`config.mk`:
```
export PLATFORM = sky130hd
export DESIGN_NAME = amm_burst_engine
export DESIGN_NICKNAME = d
export VERILOG_FILES = /design/src/rtl/settings_pkg.sv /design/src/rtl/data_ptrn_gen.sv /design/src/rtl/amm_burst_engine.sv
export SDC_FILE = /design/constraint.sdc
export NUM_CORES = 1
export LEC_CHECK = 0
export ABC_CLOCK_PERIOD_IN_PS = 7300
export BUFFER_PORTS_ARGS = -buffer_cell sky130_fd_sc_hd__buf_2
export CAP_MARGIN = 25
export CORE_ASPECT_RATIO = 0.7
export CORE_UTILIZATION = 25
export DETAILED_ROUTE_END_ITERATION = 8
export PLACE_DENSITY = 0.45
export SYNTH_ARGS = -nofsm -noshare
export SYNTH_HDL_FRONTEND = slang
export SYNTH_SLANG_ARGS = --single-unit
```
`constraint.sdc`:
```
create_clock -name clk_i -period 7.3 [get_ports clk_i]
set_input_delay 1.095 -clock clk_i [delete_from_list [all_inputs] [get_ports clk_i]]
set_output_delay 1.095 -clock clk_i [all_outputs]
set_load 0.02 [all_outputs]
```
`src/rtl/settings_pkg.sv`:
```
// rtl/settings_pkg.sv - shared types, widths and mask helpers for the AMM burst engine.
package settings_pkg;

  localparam int AMM_DATA_W    = 128;
  localparam int AMM_ADDR_W    = 32;
  localparam int CNT_W         = 16;
  localparam int BYTE_PER_WORD = AMM_DATA_W / 8;
  localparam int BYTE_ADDR_W   = $clog2(BYTE_PER_WORD);

  typedef enum logic {BYTE = 1'b0, WORD = 1'b1} addr_type_e;
  typedef enum logic {FIX = 1'b0, RND = 1'b1} data_mode_type;

  typedef struct packed {
    logic [AMM_ADDR_W-1:0]    word_addr;
    logic [CNT_W-1:0]         len_m1;
    logic [BYTE_PER_WORD-1:0] start_mask;
    logic [BYTE_PER_WORD-1:0] end_mask;
    data_mode_type            ptrn_mode;
    logic [7:0]               ptrn_byte;
  } pkt_struct_type;

  function automatic logic [BYTE_PER_WORD-1:0] start_mask_f(input logic [BYTE_ADDR_W-1:0] off);
    logic [BYTE_PER_WORD-1:0] m;
    for (int i = 0; i < BYTE_PER_WORD; i++) m[i] = (i >= int'(off));
    return m;
  endfunction

  function automatic logic [BYTE_PER_WORD-1:0] end_mask_f(input logic [BYTE_ADDR_W-1:0] off);
    logic [BYTE_PER_WORD-1:0] m;
    for (int i = 0; i < BYTE_PER_WORD; i++) m[i] = (i <= int'(off));
    return m;
  endfunction

endpackage

```
`src/rtl/data_ptrn_gen.sv`:
```
// rtl/data_ptrn_gen.sv - pattern byte source: fixed byte or free-running 8-bit LFSR.
// The LFSR only moves on accepted RND beats and is never cleared between commands.
module data_ptrn_gen
  import settings_pkg::*;
(
  input  logic          clk_i,
  input  logic          rst_i,
  input  data_mode_type mode_i,
  input  logic [7:0]    fix_i,
  input  logic          adv_i,
  output logic [7:0]    byte_o
);

  logic [7:0] lfsr_q, lfsr_d;

  always_comb begin
    lfsr_d = lfsr_q;
    // x^8+x^6+x^5+x^4+1, left shift
    if (adv_i && mode_i == RND)
      lfsr_d = {lfsr_q[6:0], lfsr_q[7] ^ lfsr_q[5] ^ lfsr_q[4] ^ lfsr_q[3]};
  end

  always_ff @(posedge clk_i or posedge rst_i) begin
    if (rst_i) lfsr_q <= 8'hFF;
    else       lfsr_q <= lfsr_d;
  end

  assign byte_o = (mode_i == RND) ? lfsr_q : fix_i;

endmodule

```
`src/rtl/amm_burst_engine.sv`:
```
// rtl/amm_burst_engine.sv - splits checker commands into Avalon-MM bursts with read credit limiting.
// Optional TRANS_STAT_EN adds saturating write/read word counters.
module amm_burst_engine
  import settings_pkg::*;
#(
  parameter int         AMM_BURST_W  = 11,
  parameter addr_type_e ADDR_TYPE    = BYTE,
  parameter int         MAX_BURST    = 64,
  parameter int         MAX_RD_WORDS = 256
) (
  input  logic                     clk_i,
  input  logic                     rst_i,
  input  logic                     cmd_valid_i,
  output logic                     cmd_ready_o,
  input  logic                     cmd_type_i,
  input  logic [AMM_ADDR_W-1:0]    cmd_word_addr_i,
  input  logic [CNT_W-1:0]         cmd_word_cnt_i,
  input  logic [BYTE_ADDR_W-1:0]   cmd_start_off_i,
  input  logic [BYTE_ADDR_W-1:0]   cmd_end_off_i,
  input  logic                     ptrn_mode_i,
  input  logic [7:0]               fix_ptrn_i,
  input  logic                     abort_i,
  output logic                     busy_o,
`ifdef TRANS_STAT_EN
  output logic [31:0]              stat_wr_words_o,
  output logic [31:0]              stat_rd_words_o,
`endif
  output logic [CNT_W-1:0]         rd_pending_o,
  output logic                     rd_unexp_o,
  output logic                     cmp_valid_o,
  output pkt_struct_type           cmp_pkt_o,
  output logic [AMM_ADDR_W-1:0]    address_o,
  output logic                     read_o,
  output logic                     write_o,
  output logic [AMM_DATA_W-1:0]    writedata_o,
  output logic [AMM_BURST_W-1:0]   burstcount_o,
  output logic [BYTE_PER_WORD-1:0] byteenable_o,
  input  logic                     waitrequest_i,
  input  logic                     readdatavalid_i
);

  typedef enum logic [2:0] {S_IDLE, S_LOAD, S_WR, S_RD_WAIT, S_RD} state_e;

  localparam logic [CNT_W:0]   MAX_BURST_C = (CNT_W+1)'(MAX_BURST);
  localparam logic [CNT_W+1:0] MAX_RD_C    = (CNT_W+2)'(MAX_RD_WORDS);

  state_e                   state_q, state_d;
  logic                     ready_q, ready_d;
  logic                     type_q, type_d;
  logic [AMM_ADDR_W-1:0]    addr_q, addr_d;
  logic [CNT_W:0]           rem_q, rem_d;
  logic [BYTE_ADDR_W-1:0]   soff_q, soff_d, eoff_q, eoff_d;
  data_mode_type            mode_q, mode_d;
  logic [7:0]               fix_q, fix_d;
  logic                     abort_q, abort_d;
  logic                     first_burst_q, first_burst_d;
  logic [AMM_BURST_W-1:0]   len_q, len_d, beat_q, beat_d, bc_q, bc_d;
  logic                     write_q, write_d, read_q, read_d;
  logic [AMM_ADDR_W-1:0]    address_q, address_d;
  pkt_struct_type           pkt_q, pkt_d;
  logic [CNT_W-1:0]         pend_q, pend_d;
  logic                     unexp_q, unexp_d;

  logic [CNT_W:0]           len_calc, len_ext;
  logic [BYTE_PER_WORD-1:0] smask, emask, be_wr;
  logic [7:0]               ptrn_byte;
  logic                     wr_acc, rd_acc, last_beat, end_burst, credit_load, credit_wait, rd_dec;

  assign wr_acc    = write_q && !waitrequest_i;
  assign rd_acc    = read_q && !waitrequest_i;
  assign len_calc  = (rem_q > MAX_BURST_C) ? MAX_BURST_C : rem_q;
  assign len_ext   = (CNT_W+1)'(len_q);
  assign last_beat = (beat_q == len_q - AMM_BURST_W'(1));
  assign smask     = start_mask_f(soff_q);
  assign emask     = end_mask_f(eoff_q);
  assign rd_dec    = readdatavalid_i && (pend_q != '0);

  assign credit_load = ({2'b00, pend_q} + (CNT_W+2)'(len_calc)) <= MAX_RD_C;
  assign credit_wait = ({2'b00, pend_q} + (CNT_W+2)'(len_q)) <= MAX_RD_C;

  data_ptrn_gen u_ptrn (
    .clk_i  (clk_i),
    .rst_i  (rst_i),
    .mode_i (mode_q),
    .fix_i  (fix_q),
    .adv_i  (wr_acc),
    .byte_o (ptrn_byte)
  );

  always_comb begin
    state_d       = state_q;
    ready_d       = ready_q;
    type_d        = type_q;
    addr_d        = addr_q;
    rem_d         = rem_q;
    soff_d        = soff_q;
    eoff_d        = eoff_q;
    mode_d        = mode_q;
    fix_d         = fix_q;
    abort_d       = abort_q;
    first_burst_d = first_burst_q;
    len_d         = len_q;
    beat_d        = beat_q;
    bc_d          = bc_q;
    write_d       = write_q;
    read_d        = read_q;
    address_d     = address_q;
    pkt_d         = pkt_q;
    end_burst     = 1'b0;

    case (state_q)
      S_IDLE: begin
        if (cmd_valid_i && ready_q) begin
          type_d        = cmd_type_i;
          addr_d        = cmd_word_addr_i;
          rem_d         = (CNT_W+1)'(cmd_word_cnt_i) + 1'b1;
          soff_d        = cmd_start_off_i;
          eoff_d        = cmd_end_off_i;
          mode_d        = data_mode_type'(ptrn_mode_i);
          fix_d         = fix_ptrn_i;
          abort_d       = 1'b0;
          first_burst_d = 1'b1;
          ready_d       = 1'b0;
          state_d       = S_LOAD;
        end
      end
      S_LOAD: begin
        if (abort_q || abort_i) begin
          ready_d = 1'b1;
          state_d = S_IDLE;
        end else begin
          len_d     = AMM_BURST_W'(len_calc);
          bc_d      = AMM_BURST_W'(len_calc);
          beat_d    = '0;
          address_d = (ADDR_TYPE == BYTE) ? (addr_q << BYTE_ADDR_W) : addr_q;
          if (!type_q) begin
            pkt_d.word_addr  = addr_q;
            pkt_d.len_m1     = CNT_W'(len_calc - 1'b1);
            pkt_d.start_mask = (ADDR_TYPE == BYTE && first_burst_q) ? smask : '1;
            pkt_d.end_mask   = (ADDR_TYPE == BYTE && rem_q == len_calc) ? emask : '1;
            pkt_d.ptrn_mode  = mode_q;
            pkt_d.ptrn_byte  = ptrn_byte;
            write_d          = 1'b1;
            state_d          = S_WR;
          end else if (credit_load) begin
            read_d  = 1'b1;
            state_d = S_RD;
          end else begin
            state_d = S_RD_WAIT;
          end
        end
      end
      S_WR: begin
        if (abort_i) abort_d = 1'b1;
        if (wr_acc) begin
          beat_d = beat_q + AMM_BURST_W'(1);
          if (last_beat) begin
            write_d   = 1'b0;
            end_burst = 1'b1;
          end
        end
      end
      S_RD_WAIT: begin
        if (abort_q || abort_i) begin
          ready_d = 1'b1;
          state_d = S_IDLE;
        end else if (credit_wait) begin
          read_d  = 1'b1;
          state_d = S_RD;
        end
      end
      S_RD: begin
        if (abort_i) abort_d = 1'b1;
        if (rd_acc) begin
          read_d    = 1'b0;
          end_burst = 1'b1;
        end
      end
      default: state_d = S_IDLE;
    endcase

    // Burst boundary: the only point where an abort may take effect.
    if (end_burst) begin
      rem_d         = rem_q - len_ext;
      addr_d        = addr_q + AMM_ADDR_W'(len_q);
      first_burst_d = 1'b0;
      if (rem_d == '0 || abort_q || abort_i) begin
        ready_d = 1'b1;
        state_d = S_IDLE;
      end else begin
        state_d = S_LOAD;
      end
    end
  end

  always_comb begin
    be_wr = '1;
    if (ADDR_TYPE == BYTE) begin
      if (first_burst_q && beat_q == '0) be_wr = be_wr & smask;
      if (rem_q == len_ext && last_beat) be_wr = be_wr & emask;
    end
  end

  always_comb begin
    pend_d = pend_q;
    if (rd_acc) pend_d = pend_d + CNT_W'(len_q);
    if (rd_dec) pend_d = pend_d - CNT_W'(1);
    unexp_d = unexp_q | (readdatavalid_i && pend_q == '0);
  end

  always_ff @(posedge clk_i or posedge rst_i) begin
    if (rst_i) begin
      state_q       <= S_IDLE;
      ready_q       <= 1'b1;
      type_q        <= 1'b0;
      addr_q        <= '0;
      rem_q         <= '0;
      soff_q        <= '0;
      eoff_q        <= '0;
      mode_q        <= FIX;
      fix_q         <= '0;
      abort_q       <= 1'b0;
      first_burst_q <= 1'b0;
      len_q         <= '0;
      beat_q        <= '0;
      bc_q          <= '0;
      write_q       <= 1'b0;
      read_q        <= 1'b0;
      address_q     <= '0;
      pkt_q         <= '0;
      pend_q        <= '0;
      unexp_q       <= 1'b0;
    end else begin
      state_q       <= state_d;
      ready_q       <= ready_d;
      type_q        <= type_d;
      addr_q        <= addr_d;
      rem_q         <= rem_d;
      soff_q        <= soff_d;
      eoff_q        <= eoff_d;
      mode_q        <= mode_d;
      fix_q         <= fix_d;
      abort_q       <= abort_d;
      first_burst_q <= first_burst_d;
      len_q         <= len_d;
      beat_q        <= beat_d;
      bc_q          <= bc_d;
      write_q       <= write_d;
      read_q        <= read_d;
      address_q     <= address_d;
      pkt_q         <= pkt_d;
      pend_q        <= pend_d;
      unexp_q       <= unexp_d;
    end
  end

`ifdef TRANS_STAT_EN
  logic [31:0] stat_wr_q, stat_wr_d, stat_rd_q, stat_rd_d;

  always_comb begin
    stat_wr_d = stat_wr_q;
    stat_rd_d = stat_rd_q;
    if (wr_acc && stat_wr_q != '1) stat_wr_d = stat_wr_q + 32'd1;
    if (rd_dec && stat_rd_q != '1) stat_rd_d = stat_rd_q + 32'd1;
  end

  always_ff @(posedge clk_i or posedge rst_i) begin
    if (rst_i) begin
      stat_wr_q <= '0;
      stat_rd_q <= '0;
    end else begin
      stat_wr_q <= stat_wr_d;
      stat_rd_q <= stat_rd_d;
    end
  end

  assign stat_wr_words_o = stat_wr_q;
  assign stat_rd_words_o = stat_rd_q;
`endif

  assign cmd_ready_o  = ready_q;
  assign busy_o       = (state_q != S_IDLE);
  assign rd_pending_o = pend_q;
  assign rd_unexp_o   = unexp_q;
  assign cmp_valid_o  = wr_acc && (beat_q == '0);
  assign cmp_pkt_o    = pkt_q;
  assign address_o    = address_q;
  assign read_o       = read_q;
  assign write_o      = write_q;
  assign burstcount_o = bc_q;
  assign writedata_o  = write_q ? {BYTE_PER_WORD{ptrn_byte}} : '0;
  assign byteenable_o = write_q ? be_wr : (read_q ? '1 : '0);

endmodule
```
After elaboration in Yosys (flattened, before gate mapping)
Cells that the tools add are included.

Memory bits (writable): 0. ROM bits: 0. Output and inout port bits: 298. Bits in latches: 0. Input bits: 72. Bits in registers: 239. Memories: 0. Logic and storage cells: 187.

Multipliers: 0. Magnitude comparators: 33. Div/mod/pow operators: 0. Add/subtract/negate cells: 10. Equality and inequality tests: 21. Bitwise operators: 7. Reduce and logical (&&, ||, !) cells: 35. Muxes and demuxes: 56. Shift operators: 0.

Operators by type and width (count): 128-bit two-way mux (1); 16-bit two-way mux (6); 32-bit two-way mux (3); 17-bit two-way mux (4); 32-bit by 11-bit adder with 32-bit output (1); 4-bit <= comparator (first input constant) (8); 16-bit by 1-bit subtractor with 16-bit output (second input constant) (2); 15-bit two-way mux (2); 4-bit greater-or-equal comparator (first input constant) (7); 1-bit two-way mux (23); 11-bit two-way mux (2); 11-bit case mux with 2 select lines (1); 3-bit two-way mux (7); 16-bit by 17-bit adder with 18-bit output (1); 18-bit by 9-bit <= comparator with 1-bit output (second input constant) (1); 2-bit != test (second input constant) (9); 16-bit by 1-bit adder with 17-bit output (second input constant) (1); 16-bit by 11-bit adder with 17-bit output (1); 17-bit by 11-bit equality test with 1-bit output (1); 17-bit equality test (1); 17-bit by 7-bit greater-than comparator with 1-bit output (second input constant) (1); 17-bit by 9-bit <= comparator with 1-bit output (second input constant) (1); 17-bit zero test (1); 17-bit by 11-bit subtractor with 17-bit output (1); 38 further kinds (76).

Longest topological paths before layout
Depth after elaboration: 9. Mapped depth: 17. Mapped depth without buffers: 16.

Hierarchy
Synthesis repeated with hierarchy kept, for this count alone.

Cell total of the unflattened synthesis: 1828. Area total of the unflattened synthesis: 15368.5 um2.

By module, submodules not included: amm_burst_engine (sequential area each 5756.8 um2, area an instance 14893.0 um2, cells each 1797, times used 1); data_ptrn_gen (sequential area each 210.2 um2, area an instance 475.5 um2, cells each 31, times used 1).

Worst setup path before layout
OpenSTA, ideal clock, no wires.

Kind: register to output. From: reg burstcount_o[1] (netlist name). To: out byteenable_o[3]. Path slack: 3.207 ns. Stages on the path, launching flop included: 12. Arrival time: 2.998 ns. Required time: 6.205 ns. Path buffers: 1. Path through: dfrtp_1 -> inv_1 -> ha_1 -> or4b_1 -> nor4_1 -> a311o_1 -> nor2_1 -> a211oi_1 -> nand3_1 -> clkbuf_1 -> nor4_1 -> o21ai_0.

RTL lines: end: declaration (RTL line amm_burst_engine.sv:37) `output logic [BYTE_PER_WORD-1:0] byteenable_o,`.

==> metrics.md <==
| Metric | Value |
|---|---|
| Tcrit/Tclk final | around 74% |
| Post-synth EDFFs | 0 |
| Number of global-route vias before repair | roughly 13,000 |
| Synth area leader | dfrtp_1 |
| Post-CTS resize count | 0 |
| Clock share of power | 52.2% |
| Max Clock Freq | ~180 MHz |
| Layout cells sized above 1 | roughly a quarter |
| Port bufs | roughly 370 |
| Main area contributors after synthesis | dfrtp_1 38%, nand2_1 8.8%, buf_4 6.2%, ha_1 4.5%, o21ai_0 3.6% |
| Met1 WL | 28.1 mm |
| Htree depth | 1 |
| Min-Delay Path Class | flop to flop |
| Final Critical Period | approximately 5.4 ns |
| Worst path required time | 6.20 ns |
| Design area | 0.0180 mm^2 |
| Dpl hpwl | approximately 41 mm |
| P_sw | 0.680 mW |
| Seq pwr share | 45.0% |
| Final setup viols | 0 |
| Iteration-0 DRC Markers | 1,021 |
| Via/cell ratio | roughly 4.9 |
| Worst slew margin | between 30% and 40% |
| All-Layer GR Usage | between 10% and 20% |
| Final Hold Viols | 0 |
| VDD IR max | slightly above 100 uV |
| Routed vias | between 10,000 and 15,000 |
| Nature of the critical path endpoint | output port |
| Asr flop ratio synth | 100% |
| Synth Flop Type | dfrtp_1 |
| Core Box Area | between 0.05 and 0.06 mm^2 |
| Total power | 2.93 mW |
| Yosys reg bits | around 240 |
| Max incr delay on CP | about 0.57 ns |
| Switching Fraction | between 20 and 25% |
| Count leader, synth | nand2_1 |
| Post-route ant nets | 0 |
| WP buf/inv | 2 |
| Clock Tree Buf Depth | 3 |
| Final clock skew | around 0.023 ns |
| Total negative slack | 0 ns |
| Arrival time at the worst endpoint | between 4 and 5 ns |
| Actual slew at the worst max-slew pin | 1.02 ns |
| Setup CP Type | flop to output port |
| DIE AREA | 0.0615 mm^2 |
| Residual DRC | 0 |
| Initial antenna violation count | 2 |
| Worst-path maximum fanout | 15 |
| Slowest cell on crit path | nand3_1 |
| Power per cell area | 163 mW/mm^2 |
| Worst-path clk slew | about 0.07 ns |
| Total grt overflow | 0 |
| Util after Layout | around 30% |
| Boundary pin count | between 300 and 400 |
| Mapped Area | approximately 0.015 mm^2 |
| CTS tree | done |
| Cts hold-fix bufs | 0 |
| Unrepaired setup endpoints after global routing | no |
| Number of distinct library cells after synthesis | approximately 80 |
| Avg Cell Area, Syn | between 8 and 9 um^2 |
| CP delay by family, top | simple AND/OR/NAND/NOR gates |
| Site Rows | 75 |
| Leak | 9.27 nW |
| Max_cap viols | 0 |
| Uppermost routed layer | met5 |
| Placer Congestion | ~0.90 |
| P&R area growth vs syn | 18.7% |
| Ys Warns | 0 |
| Metal3 WL | approximately 3.7 mm |
| Pint | ~2.3 mW |
| Drt total wl | approximately 55 mm |
| CTS sink cnt | ~240 |
| CP Cell Sequence | inv_1, ha_1, or4b_1, nor2_1, xnor2_1, nand4_1, a211oi_1, nand3_1, nor4_1, o21ai_0, buf_2 |
| Chip width | 296 um |
| Cts bufs inserted | 28 |
| Post-CTS Setup Bufs | 0 |
| Layout Nets | 2,116 |
| Area post-placement | between 0.015 and 0.02 mm^2 |
| Post-synth top area share | between 30% and 40% |
| Final Slew Violations | 0 |
| Startpoint Class | flop |
| Synth cell count leaders | 354 x nand2_1, 229 x dfrtp_1, 125 x buf_4 |
| Wire per inst | around 20 um |
| Post-synthesis sequential area ratio | 39.4% |
| Status | finished clean |
| Clk root buf | clkbuf_16 |
| Clk Latency, worst-skew pair | roughly 0.58 ns |
| Combinational Power Share | 2.8% |
| First-pass GRT wire length | just over 80 mm |
| Initial Util | 25.3% |
| Die height | roughly 210 um |
| Largest net degree at the start of global routing | about 140 |
| Post-Synthesis Cells | between 1,500 and 2,000 |
| Detailed Routing Iterations Pass 1 | 5 |
| Met2 Wirelength | 22.7 mm |
| WHS | 0.460 ns |
flip-flops by register name, indices dropped and copies added (netlist names), 3 cells and up:
name,count
addr_q,32
soff_q,4
state_q,3
fix_q,8
burstcount_o,11
beat_q,11
rem_q,17
rd_pending_o,16
eoff_q,4
address_o,28
cmp_pkt_o,88
u_ptrn.lfsr_q,8
cells by family (layout without fill, tap and decap cells):
logic type | Yosys count | count (layout) | share of synthesized area [%]
simple gates | 718 | 718 | 21.7
compound gates | 371 | 371 | 16.7
buf+inv | 255 | 487 | 9.66
flops | 238 | 238 | 39.4
xor+xnor | 80 | 80 | 4.63
fa+ha+maj | 59 | 59 | 5.08
mux | 41 | 41 | 2.84
other cells | 1 | 14 | 0.0248
metrics by stage:
| stage | worst slack (ns) | instances |
|---|---|---|
| global placement | 2.55 | 2759 |
| floorplan | 3.09 | 1775 |
| finish | 1.88 | 2816 |
| global route | 1.39 | 2816 |
| detailed placement | 2.46 | 2762 |
| CTS | 1.82 | 2814 |
path summary, 6_finish.rpt:
check                                 from         endpoint  slack (ns)  cells past startpoint
min in group asynchronous            rst_i    cmp_pkt_o[38]        0.76                      3
setup / recovery           burstcount_o[1]  byteenable_o[3]        1.88                     11
hold reg to reg                 rd_unexp_o       rd_unexp_o        0.46                      1
max in group asynchronous            rst_i       addr_q[27]        5.22                      4
setup reg to reg                 rem_q[14]       state_q[0]        2.42                     14
hold / removal                  rd_unexp_o       rd_unexp_o        0.46                      1
area by class of cell:
type	count	area (um^2)
repair buffers	381	2000
well taps	808	1010
inverters	54	206
multi-input cells	1282	7790
fillers	6539	41900
flip-flops and latches	238	5970
clock inverters	15	194
clock buffers	37	796
diodes	1	2.50
placed cells by master, fill, tap and decap left out, types with 13 or more instances in the layout:
master / instances
conb_1: 13
nand4_1: 23
and3_1: 17
mux2i_1: 26
xor2_1: 36
buf_2: 365
ha_1: 55
o21ai_0: 108
a21oi_1: 55
a31oi_1: 21
nor2b_1: 27
dfrtp_1: 229
nor2_1: 115
o21a_1: 16
a21o_1: 24
a221o_1: 19
clkbuf_16: 29
buf_4: 13
nand3_1: 45
nand2_1: 354
nor3_1: 35
mux2_2: 15
inv_1: 53
nor4_1: 17
o211ai_1: 21
xnor2_1: 44
nand2b_1: 19
worst register-to-register path, cell delays in order, from the launching register on:
cell,delay (ns)
dfrtp_1,0.45
or3_1,0.39
nor4_1,0.62
nand2_1,0.24
a21oi_1,0.18
buf_4,0.25
and2_1,0.19
ha_1,0.31
a21oi_1,0.38
o2111ai_1,0.30
a41oi_1,0.48
a22oi_1,0.18
nor4_1,0.44
nor2b_1,0.20
o221ai_1,0.13
power by group through the flow:
| stage | registers [mW] | logic [mW] | clock network (mW) |
|---|---|---|---|
| after global placement | 1.34 | 0.0850 | 0 |
| after detailed placement | 1.34 | 0.0851 | 0 |
| after CTS | 1.32 | 0.0855 | 1.57 |
| after global routing | 1.32 | 0.0943 | 1.63 |
| after floorplan | 1.34 | 0.0400 | 0 |
| final | 1.32 | 0.0834 | 1.53 |
per-layer routing:
metal / up-vias / track usage (%)
met2: 391 / 24.6
met5: - / 0
li1: 6508 / -
met3: 58 / 3.78
met4: 2 / 3.66
met1: 6784 / 26.9
(Power assumes the default switching activity.)
